$ cat src/rtl/video_timing_gen.sv
// Raster timing for the HDMI output path: x/y counters, hsync, vsync, data-enable, line/frame strobes.
// Define TEST_PATTERN_EN to add registered r/g/b eight-bar colour outputs.
module video_timing_gen #(
  parameter int H_ACTIVE   = 640,
  parameter int H_FRONT    = 16,
  parameter int H_SYNC     = 96,
  parameter int H_BACK     = 48,
  parameter int V_ACTIVE   = 480,
  parameter int V_FRONT    = 10,
  parameter int V_SYNC     = 2,
  parameter int V_BACK     = 33,
  parameter int H_SYNC_POL = 0,
  parameter int V_SYNC_POL = 0,
  parameter int X_W        = 10,
  parameter int Y_W        = 10
) (
  input  logic           clk,
  input  logic           rst_n,
  input  logic           en,
  output logic [X_W-1:0] x,
  output logic [Y_W-1:0] y,
  output logic           hsync,
  output logic           vsync,
  output logic           display_on,
  output logic           line_start,
  output logic           frame_start
`ifdef TEST_PATTERN_EN
  ,
  output logic [7:0]     r,
  output logic [7:0]     g,
  output logic [7:0]     b
`endif
);

  localparam int H_TOTAL  = H_ACTIVE + H_FRONT + H_SYNC + H_BACK;
  localparam int V_TOTAL  = V_ACTIVE + V_FRONT + V_SYNC + V_BACK;
  localparam int HS_START = H_ACTIVE + H_FRONT;
  localparam int HS_END   = HS_START + H_SYNC;
  localparam int VS_START = V_ACTIVE + V_FRONT;
  localparam int VS_END   = VS_START + V_SYNC;
  localparam logic HS_ON  = (H_SYNC_POL != 0);
  localparam logic VS_ON  = (V_SYNC_POL != 0);
  localparam logic [X_W-1:0] X_LAST = X_W'(H_TOTAL - 1);
  localparam logic [Y_W-1:0] Y_LAST = Y_W'(V_TOTAL - 1);

  logic [X_W-1:0] r_x;
  logic [Y_W-1:0] r_y;
  logic           r_hs, r_vs, r_de, r_ls, r_fs;

  logic [X_W-1:0] w_x_nxt;
  logic [Y_W-1:0] w_y_nxt;
  logic           w_x_wrap, w_de_nxt, w_hs_nxt, w_vs_nxt;

  // Outputs are registered from the next counter values so they always describe the current x/y.
  always_comb begin
    w_x_wrap = (r_x == X_LAST);
    w_x_nxt  = w_x_wrap ? '0 : r_x + X_W'(1);
    w_y_nxt  = r_y;
    if (w_x_wrap) begin
      w_y_nxt = (r_y == Y_LAST) ? '0 : r_y + Y_W'(1);
    end
    w_de_nxt = (int'(w_x_nxt) < H_ACTIVE) && (int'(w_y_nxt) < V_ACTIVE);
    w_hs_nxt = ((int'(w_x_nxt) >= HS_START) && (int'(w_x_nxt) < HS_END)) ? HS_ON : ~HS_ON;
    w_vs_nxt = ((int'(w_y_nxt) >= VS_START) && (int'(w_y_nxt) < VS_END)) ? VS_ON : ~VS_ON;
  end

  always_ff @(posedge clk or negedge rst_n) begin
    if (!rst_n) begin
      r_x  <= X_LAST;
      r_y  <= Y_LAST;
      r_hs <= ~HS_ON;
      r_vs <= ~VS_ON;
      r_de <= 1'b0;
      r_ls <= 1'b0;
      r_fs <= 1'b0;
    end else if (en) begin
      r_x  <= w_x_nxt;
      r_y  <= w_y_nxt;
      r_hs <= w_hs_nxt;
      r_vs <= w_vs_nxt;
      r_de <= w_de_nxt;
      r_ls <= w_x_wrap;
      r_fs <= w_x_wrap && (w_y_nxt == '0);
    end else begin
      r_ls <= 1'b0;
      r_fs <= 1'b0;
    end
  end

  assign x           = r_x;
  assign y           = r_y;
  assign hsync       = r_hs;
  assign vsync       = r_vs;
  assign display_on  = r_de;
  assign line_start  = r_ls;
  assign frame_start = r_fs;

`ifdef TEST_PATTERN_EN
  localparam int BAR_W = H_ACTIVE / 8;
  localparam logic [X_W-1:0] BAR_LAST = X_W'(BAR_W - 1);

  // Bar index bits map straight onto the colour: idx 0..7 = W Y C G M R B K.
  function automatic logic [23:0] bar_rgb(input logic [2:0] idx);
    return {{8{~idx[1]}}, {8{~idx[2]}}, {8{~idx[0]}}};
  endfunction

  logic [X_W-1:0] r_bar_cnt, w_bar_cnt_nxt;
  logic [2:0]     r_bar_idx, w_bar_idx_nxt;
  logic [23:0]    r_rgb;

  always_comb begin
    w_bar_cnt_nxt = r_bar_cnt - X_W'(1);
    w_bar_idx_nxt = r_bar_idx;
    if (w_x_wrap) begin
      w_bar_cnt_nxt = BAR_LAST;
      w_bar_idx_nxt = '0;
    end else if (r_bar_cnt == '0) begin
      w_bar_cnt_nxt = BAR_LAST;
      w_bar_idx_nxt = r_bar_idx + 3'd1;
    end
  end

  always_ff @(posedge clk or negedge rst_n) begin
    if (!rst_n) begin
      r_bar_cnt <= '0;
      r_bar_idx <= '0;
      r_rgb     <= '0;
    end else if (en) begin
      r_bar_cnt <= w_bar_cnt_nxt;
      r_bar_idx <= w_bar_idx_nxt;
      r_rgb     <= w_de_nxt ? bar_rgb(w_bar_idx_nxt) : 24'h000000;
    end
  end

  assign r = r_rgb[23:16];
  assign g = r_rgb[15:8];
  assign b = r_rgb[7:0];
`endif

endmodule

$ cat config.mk
export PLATFORM = sky130hd
export DESIGN_NAME = video_timing_gen
export DESIGN_NICKNAME = d
export VERILOG_FILES = /design/src/rtl/video_timing_gen.sv
export SDC_FILE = /design/constraint.sdc
export NUM_CORES = 1
export LEC_CHECK = 0
export CORE_MARGIN = 1.5
export CORE_UTILIZATION = 30
export CTS_CLUSTER_DIAMETER = 200
export DETAILED_ROUTE_END_ITERATION = 6
export DONT_BUFFER_PORTS = 1
export GPL_TIMING_DRIVEN = 0
export SETUP_SLACK_MARGIN = 0.3
export SYNTH_ARGS = -nofsm -noshare
export SYNTH_HDL_FRONTEND = slang
export SYNTH_SLANG_ARGS = --single-unit
$ cat constraint.sdc
create_clock -name clk -period 3 [get_ports clk]
set_clock_uncertainty 0.15 [all_clocks]
set_input_delay 0.3 -clock clk [delete_from_list [all_inputs] [get_ports clk]]
set_output_delay 0.3 -clock clk [all_outputs]
set_load 0.005 [all_outputs]
## Yosys cells after proc, flatten, opt, wreduce, memory -nomap -nowiden

Index checks and enable logic that the tools add are counted.

- Flip-flop bits (word level): 25
- Input bits: 3

- Reduce and logical (&&, ||, !) cells: 5
- Equal/unequal tests: 2
- Add/sub/neg operators: 2
- Muxes and demuxes: 7
- $lt $le $gt $ge: 6

Operators by type and width:

| operator | number |
|---|---|
| two-way mux 10 bit | 3 |
| adder 10 x 1 -> 10 bit, second input constant | 2 |
| equality test 10 bit, second input constant | 2 |
| less-than comparator 10 bit, second input constant | 2 |
| less-than comparator 10 x 9 -> 1 bit, second input constant | 2 |
| greater-or-equal comparator 10 bit, second input constant | 1 |
| greater-or-equal comparator 10 x 9 -> 1 bit, second input constant | 1 |
| zero test 10 bit | 1 |
| logical AND 1 bit | 4 |
| two-way mux 1 bit | 4 |

## Logic depth before layout (Yosys ltp)

Gate-level depths: netlist of the first run.

- Depth in word-level cells: 6
- Mapped depth: 7

## Least setup slack after synthesis of the first run

No wires, ideal clock.

- Kind: reg-to-reg
- Start: register r_x[0], in the netlist x[0]
- End: register r_vs, in the netlist vsync
- Setup slack: 62 ps
- Arrival: 2705 ps
- Stages on the path, launching flop included: 8
- Path buffers: 1
- Clock period less this slack: 2938 ps
- Setup time: 83 ps
- Path through: dfstp_2 ha_1 or3b_4 or4_4 buf_6 o21a_1 or4b_1 o32a_1

- Longest elaborated chain between the ends: 5
- Elaborated cells on any way between the ends: 6
- Classes of those cells: order compare (2); eq/ne (1); mux (2); reduce/logical (1)

Ends and longest elaborated chain:

| item | line | text |
|---|---|---|
| start: declaration | 46 | `logic [X_W-1:0] r_x;` |
| start signal: assignment | 77 | `r_x <= w_x_nxt;` |
| equality test 10 bit (*) | 56 | `w_x_wrap = (r_x == X_LAST);` |
| two-way mux 10 bit (*) | 59 | `if (w_x_wrap) begin` |
| greater-or-equal comparator 10 x 9 -> 1 bit or less-than comparator 10 x 9 -> 1 bit (tied branches) | 64 | `w_vs_nxt = ((int'(w_y_nxt) >= VS_START) && (int'(w_y_nxt) < VS_END)) ? VS_ON : ~VS_ON;` |
| logical AND 1 bit (*) | 64 |  |
| two-way mux 1 bit (*) | 64 |  |
| end signal: assignment | 72 | `r_vs <= ~VS_ON;` |
| end signal: assignment | 80 | `r_vs <= w_vs_nxt;` |
| end: declaration | 48 | `logic r_hs, r_vs, r_de, r_ls, r_fs;` |

Every way passes the cells marked *; elsewhere a longest branch is shown, timed or not.
A chain may end at the register's enable or synchronous reset.

## Worst setup path in the final report of the first run

Ends and elaborated chain as after synthesis.

==> results of run 1 <==
power breakdown:
part           leakage (nW)  total [mW]  switching [mW]  internal, mW
combinational         0.392       0.182          0.0864        0.0953
sequential            0.300       0.476          0.0751         0.401
clock                0.0228       0.208           0.113        0.0952
total                 0.715       0.866           0.274         0.592
layout make-up:
class / instances / area (sq um)
plain buffers: 11 / 51.3
clock buffers: 4 / 45.0
fillers: 533 / 3210
inverters: 8 / 30.0
multi-input cells: 128 / 945
flip-flops and latches: 25 / 641
well taps: 70 / 87.6
repair buffers: 10 / 97.6
what timing repair did:
| item | CTS | global route |
|---|---|---|
| endpoints found under the setup margin | 12 | 14 |
| hold buffers | 2 | 0 |
| hold endpoints to repair | 25 | 0 |
| pin swaps | 4 | 5 |
| buffers inserted | 3 | 5 |
| gates resized for setup | 8 | 10 |
flip-flops by register name, summed over array words and instances (netlist names):
signal       count
frame_start      1
y               10
line_start       1
display_on       1
vsync            1
x               10
hsync            1
metrics by stage:
step	TNS [ps]	instances	power, mW
after floorplan	0	172	0.585
after global placement	-384	242	0.622
after detailed placement	-403	242	0.625
after CTS	0	251	0.854
after global routing	0	256	0.921
final	0	256	0.866
logic make-up (layout without fill, tap and decap cells):
group                      after synthesis  in the layout  synth area share [%]
AOI/OAI and AO/OA                       42             42                  18.4
DFF                                     25             25                  40.5
adders and majority gates                3              3                  2.38
muxes                                    3              3                  1.98
and+or+nand+nor                         66             66                  23.9
buffers and inverters                   19             33                  5.07
xor gates and xnor gates                14             14                  7.76
how the worst min path moves through the flow:
stage               startpoint         end  cells after the start
floorplan                rst_n  display_on                      0
global placement         rst_n  line_start                      0
detailed placement       rst_n  line_start                      0
CTS                         en        y[3]                      3
global route                en        y[3]                      3
finish                      en        y[3]                      3
layer usage:
metal  wire [um]  part of all wire [%]  vias up  global-route usage, %
met4          80                   2.0        0                   7.14
met5           0                     0        -                      0
met1        1810                    45      670                   19.4
met2        1850                    46       37                   22.5
met3         287                   7.1       10                   5.03
li1            -                     -      670                      -
worst register-to-register path, stage by stage, from the launching register on:
cell	delay (ps)
dfstp_2	610
ha_4	150
or3b_4	400
or4_4	440
buf_6	140
o21a_1	180
or4b_4	490
o32a_1	290
placed cells by master, fill, tap and decap left out, types with 2 or more instances in the layout:
cell	netlist	routed
xor2_1	3	3
o31ai_1	4	4
dfrtp_1	13	13
or2_2	2	2
and3_1	2	2
or3_1	2	2
o32a_1	2	2
nand2_1	19	18
o21ai_0	13	11
nor3_1	4	4
nand4_1	6	6
o21a_1	2	2
clkbuf_1	7	7
inv_1	8	8
nor2_1	3	3
nor2b_1	2	2
ha_1	3	2
nor4_1	4	2
buf_1	2	2
xnor2_1	11	11
mux2i_1	2	2
dfstp_2	12	12
nand3_1	10	10
o211a_1	2	2
buf_6	1	3
a21oi_1	6	5
clkbuf_8	0	3
o311ai_0	2	2
a31oi_1	3	3
buf_4	0	6
==> impl_metrics.json, run 1 <==
{
  "yosysMostFrequentCell": "nand2_1",
  "path_cells": "ha_4 -> or3b_4 -> or4_4 -> buf_6 -> o21a_1 -> or4b_4 -> o32a_1",
  "crit_end": "vsync",
  "die_w_um": 75.6,
  "die-area_sq_um": 5710,
  "setup_viol": 0,
  "drt-total-wl_um": 4020,
  "worst_ep_arrival_time_ps": 2970,
  "grtUsageTotal_pct": 15.0,
  "antenna_cells": 0,
  "drt_iter0_markers": 58,
  "fmaxAchievable_mhz": 344,
  "ys.flop_type": "dfrtp_1",
  "drc": 0,
  "finalCriticalPeriod_ps": 2910,
  "rsz0062_at_grt": "true",
  "wl_per_cell_um": 15.7,
  "hold_viol": 0,
  "yosysWarnings": 0,
  "synthToLayoutAreaGrowth_pct": 20.0,
  "viasPerCell": 5.42,
  "synth-seq-cells": 25,
  "final_area_sq_um": 1900,
  "grt_overflow": 0,
  "root_buffer": "clkbuf_8",
  "place_congestion": 0.784,
  "tritoncts": "done",
  "yosysTopAreaCell": "dfrtp_1",
  "drv_slew": 0,
  "synthTopCellsByCount": "nand2_1 (19), dfrtp_1 (13), o21ai_0 (13)",
  "status": "complete, no violations",
  "syn-instance-count": 172,
  "final_antenna_net_count": 0,
  "fp-row-count": 26,
  "synth_fp_nets": 178,
  "vias": 1387,
  "powerDensity_nw_per_um2": 457,
  "synthDistinctLibCells": 49,
  "vdd_drop_max_mv": 0.158,
  "fin_crit_sh_pct": 97.0,
  "final_nets": 193,
  "grt_max_degree": 26,
  "htreeDepth": 1,
  "cp_num_cells": 7,
  "crit_path_max_fanout": 5,
  "drive_gt1_share_pct": 24.2,
  "path_class": "flop to flop",
  "hold_ws_ps": 190,
  "grt_pass1_vias": 1297,
  "p_leak_nw": 0.715,
  "detailed_place_hpwl_um": 2620,
  "yosysTopAreaCellShare_pct": 20.6,
  "grt_antenna_before_repair": 0,
  "maxCapViolations": 0,
  "initial_core_util_pct": 30.9,
  "rrSetupSlack_ps": 90,
  "path_delay_family": "simple AND/OR/NAND/NOR gates",
  "rr_worst_depth": 7,
  "syn-cell-area_sq_um": 1580,
  "io_buffers": 0,
  "worstSkewPairLatency_ps": 270,
  "reg2reg_to": "vsync",
  "cts_buffer_depth": 2,
  "crit_path_start_kind": "flop",
  "grt_pass1_wl_um": 6440,
  "required_ps": 3060,
  "critPathBufInv": 1,
  "yosys-top-cells-area": "dfrtp_1 (21%), dfstp_2 (20%), xnor2_1 (6.1%)",
  "hold_path_class": "primary input to flop",
  "clkTransAtPathRegs_ps": 90,
  "rr_startpoint": "x[0]",
  "ios": 28,
  "core_sq_um": 5110,
  "first_pass_iters": 4,
  "crit_slowest_cell": "dfstp_2",
  "worst_slew_pin_slew_ps": 728,
  "post_dp_cell_area_sq_um": 1680,
  "synth_edf_count": 0,
  "crit_start": "x[0]",
  "syn_area_per_cell_sq_um": 9.19,
  "critPathCaptureType": "flop",
  "maxSlewHeadroom_pct": 51.1,
  "seq_area_frac_synth_pct": 40.5,
  "cts_buffers": 3,
  "pre_cts_slack_ps": -116,
  "die_h_um": 75.6,
  "layout_setup_ws_ps": 89.5,
  "max_stage_delay_ps": 610,
  "cts.sinks": 25,
  "async_flop_share_pct": 100,
  "fin_util_pct": 37.1
}
No activity file was read; power rests on OpenSTA's default activity.
==> inputs of run 2 (changes only) <==
--- a/config.mk
+++ b/config.mk
@@ -11,7 +11,6 @@
 export DETAILED_ROUTE_END_ITERATION = 6
 export DONT_BUFFER_PORTS = 1
 export GPL_TIMING_DRIVEN = 0
-export SETUP_SLACK_MARGIN = 0.3
 export SYNTH_ARGS = -nofsm -noshare
 export SYNTH_HDL_FRONTEND = slang
 export SYNTH_SLANG_ARGS = --single-unit
==> run 2 against run 1 <==
Net effect: sequential power barely moved; design area fell by 6.3%; final cell count fell by 3.1%; largest power group unchanged; critical endpoint unchanged.
==> impl_metrics.json, run 2 (synthesis gave the netlist of run 1 again) <==
{
  "wl_per_cell_um": 14.9,
  "die_h_um": 75.6,
  "fmaxAchievable_mhz": 340,
  "initial_core_util_pct": 30.9,
  "hold_viol": 0,
  "drive_gt1_share_pct": 18.0,
  "setup_viol": 0,
  "hold_end": "y[0]",
  "pwr-share-clk_pct": 23.9,
  "grtUsageTotal_pct": 13.8,
  "grt_max_degree": 26,
  "vias": 1298,
  "required_ps": 3050,
  "die_w_um": 75.6,
  "final_antenna_net_count": 0,
  "grt_overflow": 0,
  "swShare_pct": 31.4,
  "p_leak_nw": 0.633,
  "cts_buffers": 3,
  "filler_cell_count": 513,
  "clkTransAtPathRegs_ps": 90,
  "rr_startpoint": "x[0]",
  "final_area_sq_um": 1780,
  "final_cell_mix": "nand2_1 (19), o21ai_0 (13), dfrtp_1 (13), dfstp_2 (12), xnor2_1 (11)",
  "worst_slew_pin_slew_ps": 716,
  "root_buffer": "clkbuf_8",
  "rsz0062_at_grt": "false",
  "pre_cts_slack_ps": -112,
  "cts.sinks": 25,
  "drv_slew": 0,
  "power_frac_seq_pct": 56.2,
  "path_cells": "ha_4 -> or3b_4 -> or4_4 -> o21a_1 -> or4b_4 -> o32a_1",
  "drt_iter0_markers": 72,
  "max_stage_delay_ps": 620,
  "viasPerCell": 5.23,
  "drt-total-wl_um": 3680,
  "io_buffers": 0,
  "rr_worst_depth": 6,
  "place_congestion": 0.786,
  "tritoncts": "done",
  "path_class": "flop to flop",
  "fp-row-count": 26,
  "crit_path_start_kind": "flop",
  "post_dp_cell_area_sq_um": 1670,
  "fin_crit_sh_pct": 98.0,
  "critPathCaptureType": "flop",
  "powerDensity_nw_per_um2": 480,
  "layout_setup_ws_ps": 59.2,
  "power.internal_mw": 0.584,
  "first_pass_iters": 4,
  "synthToLayoutAreaGrowth_pct": 12.4,
  "grt_pass1_wl_um": 6010,
  "final_nets": 185,
  "maxSlewHeadroom_pct": 51.9,
  "vdd_drop_max_mv": 0.156,
  "fin_util_pct": 34.8,
  "ios": 28,
  "p_switching_mw": 0.268,
  "worst_ep_arrival_time_ps": 2990,
  "detailed_place_hpwl_um": 2550,
  "reg2reg_to": "vsync",
  "core_sq_um": 5110,
  "grt_pass1_vias": 1187,
  "drc": 0,
  "crit_start": "x[0]",
  "whs_path_depth": 3,
  "crit_slowest_cell": "dfstp_2",
  "finalCriticalPeriod_ps": 2940,
  "crit_path_max_fanout": 10,
  "cts_buffer_depth": 2,
  "final_common_cell": "nand2_1",
  "maxCapViolations": 0,
  "htreeDepth": 1,
  "grt_antenna_before_repair": 0,
  "die-area_sq_um": 5710,
  "hold_path_class": "primary input to flop",
  "hp-start": "en",
  "status": "complete, no violations",
  "comb_power_share_pct": 19.9,
  "rrSetupSlack_ps": 60,
  "antenna_cells": 0,
  "worstSkewPairLatency_ps": 270
}
[run 2: changes by cell type in the layout (fill, tap and decap cells not counted), sizes merged]
cell	change
buf	-8
[run 2: area by class of cell]
class                      count  area (sq um)  share of cell area, %
inverter                       8          30.0                   1.69
timing repair buffer           3          37.5                   2.11
sequential                    25           641                   36.1
tap                           70          87.6                   4.93
clock buffer                   4          45.0                   2.54
buffer                        10          40.0                   2.25
multi-input combinational    128           896                   50.4
[run 2: how the worst max path moves through the flow]
stage | to | slack [ps] | cells after the start
after global placement | y[4] | -140 | 7
after CTS | vsync | 50 | 6
after global routing | vsync | 1 | 6
after detailed placement | y[4] | -110 | 7
final | vsync | 60 | 6
after floorplan | vsync | 60 | 7
[run 2: through the flow]
stage | TNS (ps) | std cells | power, mW | hold WS, ps
final | 0 | 248 | 0.852 | 255
after global routing | 0 | 248 | 0.909 | 295
after CTS | 0 | 248 | 0.854 | 249
after detailed placement | -521 | 242 | 0.614 | -145
after global placement | -701 | 242 | 0.610 | -145
after floorplan | 0 | 172 | 0.577 | -146
[run 2: power by group through the flow]
| stage | clock network (mW) | registers, mW | logic, mW |
|---|---|---|---|
| floorplan | 0 | 0.459 | 0.118 |
| global placement | 0 | 0.476 | 0.134 |
| detailed placement | 0 | 0.478 | 0.136 |
| CTS | 0.218 | 0.475 | 0.161 |
| global route | 0.230 | 0.489 | 0.191 |
| finish | 0.204 | 0.479 | 0.169 |
[run 2: layer usage]
| metal | track usage (%) | wire (um) | share of wire [%] |
|---|---|---|---|
| met5 | 0 | 0 | 0 |
| met4 | 5.16 | 34 | 0.92 |
| met3 | 3.44 | 219 | 5.9 |
| met2 | 20.6 | 1760 | 48 |
| met1 | 19.3 | 1670 | 45 |
[run 2: critical path: cells and delay by family, from the launching register on]
kind | cells | cell delay, ps
AND/OR/NAND/NOR | 3 | 1420
AO/OA/AOI/OAI | 2 | 530
adder cells (fa/ha/maj) | 1 | 170
flip-flops | 1 | 620
[run 2: timing repair]
| item | in CTS | in global routing |
|---|---|---|
| setup endpoints to repair | 7 | 6 |
| buffers inserted | 1 | 0 |
| hold endpoints to repair | 25 | 0 |
| hold buffers | 2 | 0 |
| pin swaps | 1 | 0 |
| gates resized for setup | 4 | 4 |
==> inputs of run 3 (changes only) <==
--- a/config.mk
+++ b/config.mk
@@ -7,6 +7,7 @@
 export LEC_CHECK = 0
 export CORE_MARGIN = 1.5
 export CORE_UTILIZATION = 30
+export CTS_BUF_LIST = sky130_fd_sc_hd__clkbuf_16
 export CTS_CLUSTER_DIAMETER = 200
 export DETAILED_ROUTE_END_ITERATION = 6
 export DONT_BUFFER_PORTS = 1
==> constraint.sdc (replaced) <==
create_clock -name clk -period 3 [get_ports clk]
set_clock_uncertainty 0.15 [all_clocks]
set_input_delay 0.3 -clock clk [delete_from_list [all_inputs] [get_ports clk]]
set_output_delay 0.3 -clock clk [all_outputs]
set_load 0.1 [all_outputs]
==> run 3 against run 2 <==
Net effect: the flow now finishes with violations (setup timing); combinational power rose by 4%; setup slack got worse by 130 ps; die area did not move; hold slack got worse by 84 ps; largest cell class unchanged; highest routed layer unchanged.
==> impl_metrics.json, run 3 (synthesis gave the netlist of run 1 again) <==
{
  "crit_path_max_fanout": 5,
  "cts_buffers": 3,
  "ios": 28,
  "grt_pass1_vias": 1308,
  "grt_max_degree": 26,
  "final_nets": 191,
  "viasPerCell": 5.33,
  "detailed_place_hpwl_um": 2650,
  "cts.sinks": 25,
  "maxCapViolations": 0,
  "rr_worst_depth": 7,
  "drt_iter0_markers": 79,
  "register_area_sq_um": 682,
  "die_h_um": 75.6,
  "grt_antenna_before_repair": 0,
  "worst_slew_pin_slew_ps": 1030,
  "fp-row-count": 26,
  "fmaxAchievable_mhz": 326,
  "clkTransAtPathRegs_ps": 70,
  "worstSkewPairLatency_ps": 260,
  "hold_end": "line_start",
  "cts_buffer_depth": 2,
  "grt_overflow": 0,
  "filler_cell_count": 523,
  "hp-start": "en",
  "core_sq_um": 5110,
  "p_leak_nw": 0.694,
  "fin_crit_sh_pct": 102,
  "finalPower_mw": 1.27,
  "wl_per_cell_um": 15.3,
  "path_class": "flop to flop",
  "required_ps": 3040,
  "multi_input_area_sq_um": 941,
  "vdd_drop_max_mv": 0.369,
  "grt_pass1_wl_um": 6510,
  "drive_gt1_share_pct": 30.4,
  "tns_ps": -65.9,
  "initial_core_util_pct": 30.9,
  "status": "finished with violations",
  "crit_path_start_kind": "flop",
  "drv_slew": 0,
  "reg2reg_to": "vsync",
  "place_congestion": 0.790,
  "layout_setup_ws_ps": -65.9,
  "failed_checks": "setup timing",
  "finalCriticalPeriod_ps": 3070,
  "final_cell_mix": "nand2_1 (18), o21ai_0 (13), xnor2_1 (9), nand3_1 (9), dfrtp_2 (9)",
  "rr_startpoint": "x[0]",
  "htreeDepth": 1,
  "antenna_cells": 0,
  "tritoncts": "done",
  "final_common_cell": "nand2_1",
  "final_antenna_net_count": 0,
  "critPathCaptureType": "flop",
  "worst_ep_arrival_time_ps": 3110,
  "first_pass_iters": 4,
  "drt-total-wl_um": 3890,
  "root_buffer": "clkbuf_16",
  "pwr-share-clk_pct": 23.7,
  "comb_power_share_pct": 13.9,
  "p_switching_mw": 0.573,
  "hold_path_class": "primary input to flop",
  "die-area_sq_um": 5710,
  "swShare_pct": 45.2,
  "drc": 0,
  "hold_viol": 0,
  "synthToLayoutAreaGrowth_pct": 23.0,
  "maxSlewHeadroom_pct": 31.2,
  "powerDensity_nw_per_um2": 653,
  "rsz0062_at_grt": "true",
  "whs_path_depth": 2,
  "rrSetupSlack_ps": -70,
  "io_buffers": 0,
  "setup_viol": 1,
  "vias": 1354,
  "power.internal_mw": 0.696,
  "die_w_um": 75.6,
  "grtUsageTotal_pct": 14.8,
  "power_frac_seq_pct": 62.5
}
## run 3: timing repair
item / in CTS / in global routing
endpoints found under the setup margin: 13 / 11
gates resized for setup: 15 / 17
hold buffers: 2 / 0
pin swaps: 4 / 8
buffers inserted: 4 / 3
endpoints found under the hold margin: 25 / 0
## run 3: final cells by class
| type | instances | area share, % |
|---|---|---|
| multi-input combinational | 128 | 48.4 |
| sequential | 25 | 35.1 |
| tap | 70 | 4.50 |
| timing repair buffer | 9 | 4.25 |
| clock buffer | 3 | 3.86 |
| buffer | 10 | 2.19 |
| inverter | 8 | 1.54 |
| clock inverter | 1 | 0.193 |
## run 3: worst max path at each step
stage	from	endpoint	slack, ps	cells after the start
after CTS	x[0]	vsync	-100	6
after global placement	x[4]	y[4]	-380	6
after detailed placement	x[4]	y[8]	-370	6
after floorplan	x[0]	vsync	-90	7
final	x[0]	vsync	-70	7
after global routing	x[0]	vsync	-120	7
## run 3: per-stage QoR
stage	worst slack, ps	utilization (%)	area [sq um]	std cells	hold WS (ps)
after global placement	-381	33.0	1690	242	-145
after floorplan	-92.2	-	1600	172	-146
after global routing	-125	38.1	1940	254	201
after CTS	-104	36.6	1870	251	187
final	-65.9	38.1	1940	254	171
after detailed placement	-372	33.0	1690	242	-145
## run 3: per-layer routing
layer | wire length (um) | GRT usage, %
met5 | 0 | 0
met4 | 50 | 5.16
met3 | 291 | 4.23
met1 | 1730 | 19.4
met2 | 1820 | 23.5
## run 3: critical path, cell delays in order, from the launching register on
cell and delay, ps:
dfstp_4 820, ha_4 180, or3b_4 380, buf_4 170
and4bb_2 330, xnor2_2 80, or4b_4 540, o32a_1 340
## run 3: power by group through the flow
| stage | clock network (mW) | registers (mW) | logic, mW |
|---|---|---|---|
| after CTS | 0.310 | 0.789 | 0.176 |
| after global placement | 0 | 0.778 | 0.140 |
| after detailed placement | 0 | 0.781 | 0.146 |
| after floorplan | 0 | 0.760 | 0.121 |
| final | 0.300 | 0.793 | 0.176 |
| after global routing | 0.319 | 0.803 | 0.200 |
